<file path="src/rtl/lcd_bus_rx_if.sv">
// lcd_bus_rx_if: 8-bit 8080-style LCD write bus (controller -> panel).
interface lcd_bus_rx_if;
  logic [7:0] lcd_db;
  logic       lcd_wr;
  logic       lcd_d_c;
  logic       lcd_rd;
  logic       lcd_reset;

  modport master (output lcd_db, output lcd_wr, output lcd_d_c, output lcd_rd, output lcd_reset);
  modport slave  (input  lcd_db, input  lcd_wr, input  lcd_d_c, input  lcd_rd, input  lcd_reset);
endinterface

</file>
<file path="src/rtl/lcd_bus_rx.sv">
// lcd_bus_rx: receiving end of the 8-bit 8080-style LCD write bus.
// Decodes SWRESET/DISPOFF/DISPON/CASET/PASET/RAMWR, rebuilds RGB565 pixels
// from byte pairs and emits them as 4-bit R/G/B with window-tracked x/y.
// Optional feature: define LCD_RX_DROP_CNT_EN to add the saturating drop_cnt port.
module lcd_bus_rx #(
  parameter int unsigned WIDTH       = 320,
  parameter int unsigned HEIGHT      = 240,
  parameter int unsigned SYNC_STAGES = 2
) (
  input  logic        clk_100,
  input  logic        resetN,
  lcd_bus_rx_if.slave bus,
  output logic        pix_valid,
  output logic [9:0]  pix_x,
  output logic [9:0]  pix_y,
  output logic [3:0]  red,
  output logic [3:0]  green,
  output logic [3:0]  blue,
  output logic        frame_done,
  output logic        disp_on
`ifdef LCD_RX_DROP_CNT_EN
  ,
  output logic [15:0] drop_cnt
`endif
);

  localparam logic [9:0] XMAX = 10'(WIDTH - 1);
  localparam logic [9:0] YMAX = 10'(HEIGHT - 1);

  typedef enum logic [2:0] {IDLE, PARAM, SKIP, RAM_HI, RAM_LO} state_t;

  // {lcd_reset, lcd_wr, lcd_d_c, lcd_db} travel together so db/d_c line up with wr
  logic [10:0] w_bus_raw, w_bus_s;
  assign w_bus_raw = {bus.lcd_reset, bus.lcd_wr, bus.lcd_d_c, bus.lcd_db};

  generate
    if (SYNC_STAGES == 0) begin : g_direct
      assign w_bus_s = w_bus_raw;
    end else begin : g_sync
      logic [10:0] r_sync [SYNC_STAGES];
      // Synchronizer chain; idles high so a high wr/reset line gives no false edge after reset
      always_ff @(posedge clk_100 or negedge resetN) begin
        if (!resetN) begin
          for (int unsigned i = 0; i < SYNC_STAGES; i++) r_sync[i] <= '1;
        end else begin
          r_sync[0] <= w_bus_raw;
          for (int unsigned i = 1; i < SYNC_STAGES; i++) r_sync[i] <= r_sync[i-1];
        end
      end
      assign w_bus_s = r_sync[SYNC_STAGES-1];
    end
  endgenerate

  logic       w_lrst_n, w_wr_s, w_dc_s, w_wr_rise;
  logic [7:0] w_db_s;
  assign w_lrst_n  = w_bus_s[10];
  assign w_wr_s    = w_bus_s[9];
  assign w_dc_s    = w_bus_s[8];
  assign w_db_s    = w_bus_s[7:0];

  logic       r_wr_prev, r_byte_vld, r_dc;
  logic [7:0] r_byte;
  assign w_wr_rise = w_wr_s & ~r_wr_prev;

  // Byte capture on the synchronized wr rising edge
  always_ff @(posedge clk_100 or negedge resetN) begin
    if (!resetN) begin
      r_wr_prev  <= 1'b1;
      r_byte_vld <= 1'b0;
      r_byte     <= '0;
      r_dc       <= 1'b0;
    end else begin
      r_wr_prev  <= w_wr_s;
      r_byte_vld <= w_wr_rise & w_lrst_n;
      if (w_wr_rise) begin
        r_byte <= w_db_s;
        r_dc   <= w_dc_s;
      end
    end
  end

  state_t     r_state, w_state_nxt;
  logic [1:0] r_pcnt;
  logic       r_is_pa;
  logic [7:0] r_p0, r_p1, r_p2, r_hi;
  logic [9:0] r_sc, r_ec, r_sp, r_ep, r_cx, r_cy;
  logic       w_sw_rst, w_disp_ld, w_param_start, w_param_ld, w_commit;
  logic       w_ramwr, w_hi_ld, w_pix, w_abort_half, w_clr, w_win_ok;

  assign w_clr    = ~w_lrst_n | w_sw_rst;
  assign w_win_ok = (r_sc <= r_ec) && (r_sp <= r_ep);

  // Command/data decode: next state and one-cycle datapath strobes
  always_comb begin
    w_state_nxt   = r_state;
    w_sw_rst      = 1'b0;
    w_disp_ld     = 1'b0;
    w_param_start = 1'b0;
    w_param_ld    = 1'b0;
    w_commit      = 1'b0;
    w_ramwr       = 1'b0;
    w_hi_ld       = 1'b0;
    w_pix         = 1'b0;
    w_abort_half  = 1'b0;
    if (!w_lrst_n) begin
      w_state_nxt = IDLE;
    end else if (r_byte_vld) begin
      if (!r_dc) begin
        w_abort_half = (r_state == RAM_LO);
        case (r_byte)
          8'h01:        begin w_sw_rst      = 1'b1; w_state_nxt = IDLE;   end
          8'h28, 8'h29: begin w_disp_ld     = 1'b1; w_state_nxt = IDLE;   end
          8'h2A, 8'h2B: begin w_param_start = 1'b1; w_state_nxt = PARAM;  end
          8'h2C:        begin w_ramwr       = 1'b1; w_state_nxt = RAM_HI; end
          default:      w_state_nxt = SKIP;
        endcase
      end else begin
        case (r_state)
          PARAM: begin
            w_param_ld = 1'b1;
            if (r_pcnt == 2'd3) begin
              w_commit    = 1'b1;
              w_state_nxt = IDLE;
            end
          end
          RAM_HI:  begin w_hi_ld = 1'b1; w_state_nxt = RAM_LO; end
          RAM_LO:  begin w_pix   = 1'b1; w_state_nxt = RAM_HI; end
          default: ;
        endcase
      end
    end
  end

  // FSM state register
  always_ff @(posedge clk_100 or negedge resetN) begin
    if (!resetN) r_state <= IDLE;
    else         r_state <= w_state_nxt;
  end

  logic [9:0] w_lim, w_start, w_end, w_start_c, w_end_c;
  assign w_lim     = r_is_pa ? YMAX : XMAX;
  assign w_start   = {r_p0[1:0], r_p1};
  assign w_end     = {r_p2[1:0], r_byte};
  assign w_start_c = (w_start > w_lim) ? w_lim : w_start;
  assign w_end_c   = (w_end   > w_lim) ? w_lim : w_end;

  // Window, cursor, pixel output and display-status registers
  always_ff @(posedge clk_100 or negedge resetN) begin
    if (!resetN) begin
      pix_valid <= 1'b0; frame_done <= 1'b0; disp_on <= 1'b0;
      pix_x <= '0; pix_y <= '0; red <= '0; green <= '0; blue <= '0;
      r_sc <= '0; r_ec <= XMAX; r_sp <= '0; r_ep <= YMAX; r_cx <= '0; r_cy <= '0;
      r_pcnt <= '0; r_is_pa <= 1'b0; r_p0 <= '0; r_p1 <= '0; r_p2 <= '0; r_hi <= '0;
    end else if (w_clr) begin
      pix_valid <= 1'b0; frame_done <= 1'b0; disp_on <= 1'b0;
      pix_x <= '0; pix_y <= '0; red <= '0; green <= '0; blue <= '0;
      r_sc <= '0; r_ec <= XMAX; r_sp <= '0; r_ep <= YMAX; r_cx <= '0; r_cy <= '0;
      r_pcnt <= '0; r_is_pa <= 1'b0; r_p0 <= '0; r_p1 <= '0; r_p2 <= '0; r_hi <= '0;
    end else begin
      pix_valid  <= 1'b0;
      frame_done <= 1'b0;
      if (w_disp_ld) disp_on <= r_byte[0];
      if (w_param_start) begin
        r_pcnt  <= '0;
        r_is_pa <= r_byte[0];
      end
      if (w_param_ld) begin
        r_pcnt <= r_pcnt + 2'd1;
        case (r_pcnt)
          2'd0:    r_p0 <= r_byte;
          2'd1:    r_p1 <= r_byte;
          2'd2:    r_p2 <= r_byte;
          default: ;
        endcase
      end
      if (w_commit) begin
        if (r_is_pa) begin r_sp <= w_start_c; r_ep <= w_end_c; end
        else         begin r_sc <= w_start_c; r_ec <= w_end_c; end
      end
      if (w_ramwr) begin
        r_cx <= r_sc;
        r_cy <= r_sp;
      end
      if (w_hi_ld) r_hi <= r_byte;
      if (w_pix && w_win_ok) begin
        pix_valid <= 1'b1;
        pix_x     <= r_cx;
        pix_y     <= r_cy;
        red       <= r_hi[7:4];
        green     <= {r_hi[2:0], r_byte[7]};
        blue      <= r_byte[4:1];
        if (r_cx < r_ec) begin
          r_cx <= r_cx + 10'd1;
        end else if (r_cy < r_ep) begin
          r_cx <= r_sc;
          r_cy <= r_cy + 10'd1;
        end else begin
          r_cx       <= r_sc;
          r_cy       <= r_sp;
          frame_done <= 1'b1;
        end
      end
    end
  end

`ifdef LCD_RX_DROP_CNT_EN
  // Saturating count of pixels lost to an invalid window or a command abort
  always_ff @(posedge clk_100 or negedge resetN) begin
    if (!resetN)                   drop_cnt <= '0;
    else if (w_clr)                drop_cnt <= '0;
    else if ((w_abort_half || (w_pix && !w_win_ok)) && (drop_cnt != '1))
                                   drop_cnt <= drop_cnt + 16'd1;
  end
`endif

  logic w_unused;
  assign w_unused = ^{bus.lcd_rd, r_hi[3], r_p0[7:2], r_p2[7:2]};

endmodule

</file>
<file path="src/flat_wrapper.sv">
// flat-port wrapper written by rule: the top's interface ports become plain ports
module lcd_bus_rx_flat 
#(
  parameter int unsigned WIDTH       = 320,
  parameter int unsigned HEIGHT      = 240,
  parameter int unsigned SYNC_STAGES = 2
)
  (clk_100, resetN, pix_valid, pix_x, pix_y, red, green, blue, frame_done, disp_on, bus_lcd_db, bus_lcd_wr, bus_lcd_d_c, bus_lcd_rd, bus_lcd_reset);
  lcd_bus_rx_if bus_i ();
  input  logic clk_100;
  input  logic resetN;
  output logic pix_valid;
  output logic [9:0] pix_x;
  output logic [9:0] pix_y;
  output logic [3:0] red;
  output logic [3:0] green;
  output logic [3:0] blue;
  output logic frame_done;
  output logic disp_on;
  input wire logic [$bits(bus_i.lcd_db)-1:0] bus_lcd_db;
  input wire logic [$bits(bus_i.lcd_wr)-1:0] bus_lcd_wr;
  input wire logic [$bits(bus_i.lcd_d_c)-1:0] bus_lcd_d_c;
  input wire logic [$bits(bus_i.lcd_rd)-1:0] bus_lcd_rd;
  input wire logic [$bits(bus_i.lcd_reset)-1:0] bus_lcd_reset;
  assign bus_i.lcd_db = bus_lcd_db;
  assign bus_i.lcd_wr = bus_lcd_wr;
  assign bus_i.lcd_d_c = bus_lcd_d_c;
  assign bus_i.lcd_rd = bus_lcd_rd;
  assign bus_i.lcd_reset = bus_lcd_reset;
  lcd_bus_rx #(.WIDTH(WIDTH), .HEIGHT(HEIGHT), .SYNC_STAGES(SYNC_STAGES)) u_core (.clk_100(clk_100), .resetN(resetN), .bus(bus_i), .pix_valid(pix_valid), .pix_x(pix_x), .pix_y(pix_y), .red(red), .green(green), .blue(blue), .frame_done(frame_done), .disp_on(disp_on));
endmodule
</file>
<file path="config.mk">
export PLATFORM = sky130hd
export DESIGN_NAME = lcd_bus_rx_flat
export DESIGN_NICKNAME = d
export VERILOG_FILES = /design/src/rtl/lcd_bus_rx_if.sv /design/src/rtl/lcd_bus_rx.sv /design/src/flat_wrapper.sv
export SDC_FILE = /design/constraint.sdc
export NUM_CORES = 1
export LEC_CHECK = 0
export CAP_MARGIN = 20
export CORE_MARGIN = 1.5
export CORE_UTILIZATION = 40
export CTS_BUF_LIST = sky130_fd_sc_hd__clkbuf_4
export CTS_CLUSTER_DIAMETER = 30
export DETAILED_ROUTE_END_ITERATION = 6
export PLACE_DENSITY = 0.61
export SLEW_MARGIN = 0
export SYNTH_ARGS = -nofsm -noshare
export SYNTH_HDL_FRONTEND = slang
export SYNTH_SLANG_ARGS = --single-unit
</file>
<file path="constraint.sdc">
create_clock -name clk_100 -period 7.4 [get_ports clk_100]
set_input_delay 0.74 -clock clk_100 [delete_from_list [all_inputs] [get_ports clk_100]]
set_output_delay 0.74 -clock clk_100 [all_outputs]
set_load 0.03 [all_outputs]
</file>
* Word-level counts from Yosys, hierarchy flattened
Index checks and enable logic that the tools add are counted.
Operators by class: $add $sub $neg 3, order comparisons 6, equal/unequal tests 16, multiplexer cells 97, bitwise gates (word level) 5, reduce and logical (&&, ||, !) cells 24
Operators by type and width (number):
- $mux 10 | 27
- $mux 1 | 43
- $eq 8x6->1 const B | 5
- $mux 8 | 5
- $mux 4 | 6
- $add 10x1->10 const B | 2
- $gt 10x9->1 | 2
- $le 10x10->1 | 2
- $lt 10x10->1 | 2
- $reduce_bool 2->1 | 10
- $mux 2 | 9
- $mux 3 | 4
- $reduce_and 2->1 | 5
- $mux 9 | 1
- $pmux 3 s3 | 1
- $eq 8x1->1 const B | 1
- $pmux 2 s3 | 1
- $reduce_bool 3->1 | 2
- $ne 5x5->1 const B | 1
- $eq 2x2->1 const B | 2
- $ne 2x2->1 const B | 2
- $ne 4x4->1 const B | 1
- $reduce_or 2->1 | 2
- $eq 3x1->1 const B | 1
- 11 further kinds | 14
Storage, ports and cells: bits in registers 154, input port bits 14, output and inout bits 35, word-level logic and storage cells 178

* Longest topological paths before layout
depth after elaboration 9, gate-level depth with buffers 11, mapped depth without buffers 10

* Worst setup path after synthesis
No wires, ideal clock.
path type flip-flop to flip-flop, start reg u_core.r_ec[5], end reg u_core.r_cy[3], setup time 0.123 ns, arrival time 2.440 ns, required time 7.277 ns, setup slack 4.837 ns, stages on the path, launching flop included 11, path buffers 0, clock period less this slack 2.563 ns, cell sequence dfstp_2 -> inv_1 -> ha_1 -> a21oi_1 -> o21ai_0 -> a2111oi_2 -> o221ai_2 -> clkinv_1 -> nand3_1 -> o21a_1 -> o221a_2
Between the ends: word-level cells in the longest chain between the ends 5, elaborated cells on any way between the ends 7, classes of those cells 2 x order compare; 3 x mux; 2 x reduce/logical
RTL lines:
- start, declared | RTL line lcd_bus_rx.sv:86 | logic [9:0] r_sc, r_ec, r_sp, r_ep, r_cx, r_cy;
- start signal, assigned | RTL line lcd_bus_rx.sv:178 | else begin r_sc <= w_start_c; r_ec <= w_end_c; end
- $le 10x10->1 | RTL line lcd_bus_rx.sv:91 | assign w_win_ok = (r_sc <= r_ec) && (r_sp <= r_ep);
- $logic_and 1x1->1 | RTL line lcd_bus_rx.sv:91
- $logic_and 1x1->1 | RTL line lcd_bus_rx.sv:185 | if (w_pix && w_win_ok) begin
- $mux 10 * | RTL line lcd_bus_rx.sv:185
- $mux 10 * | RTL line lcd_bus_rx.sv:154 | end else if (w_clr) begin
- end signal, assigned | RTL line lcd_bus_rx.sv:182 | r_cy <= r_sp;
- end signal, assigned | RTL line lcd_bus_rx.sv:196 | r_cy <= r_cy + 10'd1;
- end signal, assigned | RTL line lcd_bus_rx.sv:199 | r_cy <= r_sp;
- end, declared | RTL line lcd_bus_rx.sv:86
Every way passes the cells marked *; elsewhere a longest branch is shown, timed or not. A chain may end at the register's enable or synchronous reset.

* Worst setup path in the final report
start reg u_core.r_ep[3], end reg u_core.r_cy[0]
Between the ends: word-level cells in the longest chain between the ends 5, elaborated cells on any way between the ends 8, classes of those cells 2 x order compare; 4 x mux; 2 x reduce/logical
RTL lines:
- start, declared | RTL line lcd_bus_rx.sv:86
- start signal, assigned | RTL line lcd_bus_rx.sv:177 | if (r_is_pa) begin r_sp <= w_start_c; r_ep <= w_end_c; end
- $lt 10x10->1 / $le 10x10->1 (equally long branches) | RTL line lcd_bus_rx.sv:194, lcd_bus_rx.sv:91
- $mux 10 / $logic_and 1x1->1 (equally long branches) | RTL line lcd_bus_rx.sv:194, lcd_bus_rx.sv:91
- $mux 10 / $logic_and 1x1->1 (equally long branches) | RTL line lcd_bus_rx.sv:192, lcd_bus_rx.sv:185
- $mux 10 * | RTL line lcd_bus_rx.sv:185
- $mux 10 * | RTL line lcd_bus_rx.sv:154
Marks and branches as above.

==> key figures <==
Timing
  • Fmax: 270.3 MHz
  • Final Hold Fails: 0
  • Max-slew violations: 0
  • Max-slew headroom: 34.11%
  • Setup TNS: 0 ns
  • Actual slew at the worst max-slew pin: 0.9883 ns
  • Final period utilization: 49.99%
  • Setup violators final: 0
  • Final Critical Period: 3.699 ns
  • Final setup margin: between 3 and 4 ns
  • Clock Skew: between 0.02 and 0.03 ns
  • Unrepaired setup endpoints after global routing: false

Cells and area
  • FF/Latch Area: 0.003875 sq mm
  • Synthesis-to-finish area growth: 12.99%
  • Layout cell share with drive strength beyond 1: 14.63%
  • Most common cell after layout, fill and taps aside: dfrtp_1
  • Layout net count: roughly 870
  • Cell area after layout: 0.008720 sq mm
  • Most frequent cells in the layout: dfrtp_1 (116), nand2_1 (106), nor2_1 (65), nand3_1 (54), ha_1 (52)
  • Fin util: 46.31%
  • Fillers: 1830
  • Antenna Diode Count: 0
  • Area of the multi-input gates: about 0.0035 sq mm

Critical path
  • Crit-path leading delay family: compound AO/OA/AOI/OAI gates
  • Worst Path Max Fanout: 30
  • Critical Path AT: approximately 4.2 ns
  • Worst-path cell chain: inv_1, ha_1, a21oi_1, o21ai_0, a311oi_1, o221ai_4, buf_4, nor2_1, a221oi_1, a311oi_1
  • Crit. End Element: flip-flop
  • Startpoint type of the worst setup path: flip-flop
  • Worst Path Required: between 7 and 8 ns
  • Worst path max stage delay: just under 0.6 ns
  • Slowest cell on crit path: a311oi_1
  • Critical path type: reg2reg
  • CP bufs+invs: 2
  • CP most frequent cell: a311oi_1
  • Flop-to-flop setup slack: roughly 3.7 ns

Floorplan
  • Row Count: 50
  • Ports: about 50
  • Die X: ~140 um
  • Die ar.: 0.02014 sq mm
  • Starting density of the core: 40.98%
  • Core area: 0.01883 sq mm
  • Die Height: between 100 and 150 um

Global routing
  • Initial antenna violation count: 0
  • GRT Util Overall: 18.50%
  • First-pass GRT wire length: a little under 30000 um
  • Number of global-route vias before repair: between 5000 and 6000
  • Largest net degree at the start of global routing: 80
  • Grt total ovfl: 0

Placed design
  • Setup WS pre-CTS: 3.699 ns
  • Placer Congestion: ~0.85
  • Buffers added on ports: 47
  • Post-DP HPWL: 11820 um
  • Placed cell area: between 0.008 and 0.009 sq mm

Drt
  • DRC violations left: 2
  • 1st-iter DRT viols: 348
  • Post-Route WL: about 17000 um
  • Drt pass-1 iters: 7
  • WL/cell: 16.14 um
  • Routed vias: between 5000 and 6000
  • Vias per inst: 5.284
  • Routed Antenna Nets: 0

Yosys
  • Synth Instances: 774
  • Number of flops mapped to enable cells by yosys: 0
  • Adder-cell share of the synthesized area: 8.431%
  • Post-synthesis sequential area ratio: 50.21%
  • Syn avg cell area: 9.971 sq um
  • Primary flip-flop cell chosen by synthesis mapping: dfrtp_1
  • Seq cells post-synth: between 150 and 200
  • Asr flop ratio synth: 100.0%
  • Synth Area in Simple Gates: 17.64%
  • Complex-gate fraction of the synthesized area: a little over an eighth
  • Syn_nets: 840
  • Synth Cell Area: 0.007717 sq mm
  • Main combinational cell family by area after synthesis: simple AND/OR/NAND/NOR gates
  • Post-synthesis mux area share: ~5.2%
  • XOR/XNOR Fraction of Synth Area: 1.248%
  • Yosys warns: 0
  • Post-synth cell types: 57

CTS
  • Clk Latency, worst-skew pair: approximately 0.57 ns
  • CTS max path bufs: 2
  • CTS tree: built
  • Setup Buffers After CTS: 0
  • Hold buffer count at cts: 0
  • Post-CTS sizing: 0
  • TritonCTS buffer count: 17
  • Reg clk slew, reported paths: 0.16 ns
  • CTS sink count: between 150 and 200
  • Clk root buf: clkbuf_4
  • H-Tree Depth: 4

Run
  • Max-cap violation count: 0

Power
  • Tot Pwr: 0.001551 W
  • Leakage: 4.106 nW
  • Power Density: 177.9 mW/mm^2
  • Worst vdd ir: 0.1843 mV

Outcome
  • Failing checks: design-rule violations
  • Outcome: complete, but fails checks

Worst hold path
  • Worst Hold Class: in2async
[state kept, by name (all words and copies together), names as in the netlist, 7 cells and up]
register / count
u_core.r_ec: 10
u_core.r_byte: 8
u_core.w_bus_s: 11
u_core.r_ep: 10
u_core.r_p1: 8
u_core.r_cy: 10
u_core.pix_x: 10
u_core.r_sc: 10
u_core.r_hi: 7
u_core.g_sync.r_sync: 11
u_core.pix_y: 10
u_core.r_sp: 10
u_core.r_cx: 10
[logic make-up after synthesis]
kind of cell    after synthesis
compound gates              155
xor+xnor                     11
fa+ha+maj                    52
buf+inv                      76
flops                       153
mux                          38
simple gates                289
[synth_stat cells, drive strengths merged, types with 16 or more instances]
library cell	instances	area, sq um
a21oi	41	205.2
dfstp	37	972.2
nand2	106	397.9
mux2	17	191.4
inv	34	127.6
ha	52	650.6
o21ai	41	220.2
nand3	64	370.4
nor3	16	80.08
nor2	65	244.0
a211oi	19	142.6
clkbuf	23	86.33
mux2i	21	210.2
buf	18	111.4
dfrtp	116	2903
[per-stage QoR]
step / cells / hold WS (ns)
6_report: 1080 / 0.1830
3_3_place_gp: 1048 / 0.3458
2_1_floorplan: 774 / 0.3452
3_5_place_dp: 1048 / 0.3472
5_1_grt: 1080 / 0.2128
4_1_cts: 1080 / 0.1872
[worst paths after layout]
check / start / to / depth (start not counted)
max reg2reg: u_core.r_ep[3] / u_core.r_cy[0] / 10
max in group asynchronous: resetN / u_core.r_byte[0] / 2
min: resetN / u_core.pix_y[2] / 1
min in group clk_100: u_core.g_sync.r_sync[16] / u_core.w_bus_s[5] / 0
min reg2reg: u_core.g_sync.r_sync[16] / u_core.w_bus_s[5] / 0
max: u_core.r_ep[3] / u_core.r_cy[0] / 10
[cell type report]
class	instances	share of cell area, %
flip-flops and latches	153	44.44
multi-input cells	545	40.44
repair buffers	55	6.098
well taps	260	3.731
clock inverters	15	2.325
inverters	35	1.507
clock buffers	17	1.464
[per-layer routing]
metal	global-route usage [%]	part of all wire [%]	vias to the layer above
li1	-	-	2791
met1	25.91	49	2779
met2	28.93	46	117
met3	4.117	3.2	20
met4	5.046	1.7	0
met5	0	0	-
[where the power goes]
| part | internal, W | switching [W] | leakage [nW] | total, W |
|---|---|---|---|---|
| clock network | 0.000251 | 0.000344 | 0.179 | 0.000595 |
| registers | 0.000857 | 0.0000280 | 1.99 | 0.000885 |
| logic | 0.0000254 | 0.0000467 | 1.94 | 0.0000721 |
No activity file was read; power rests on OpenSTA's default activity.
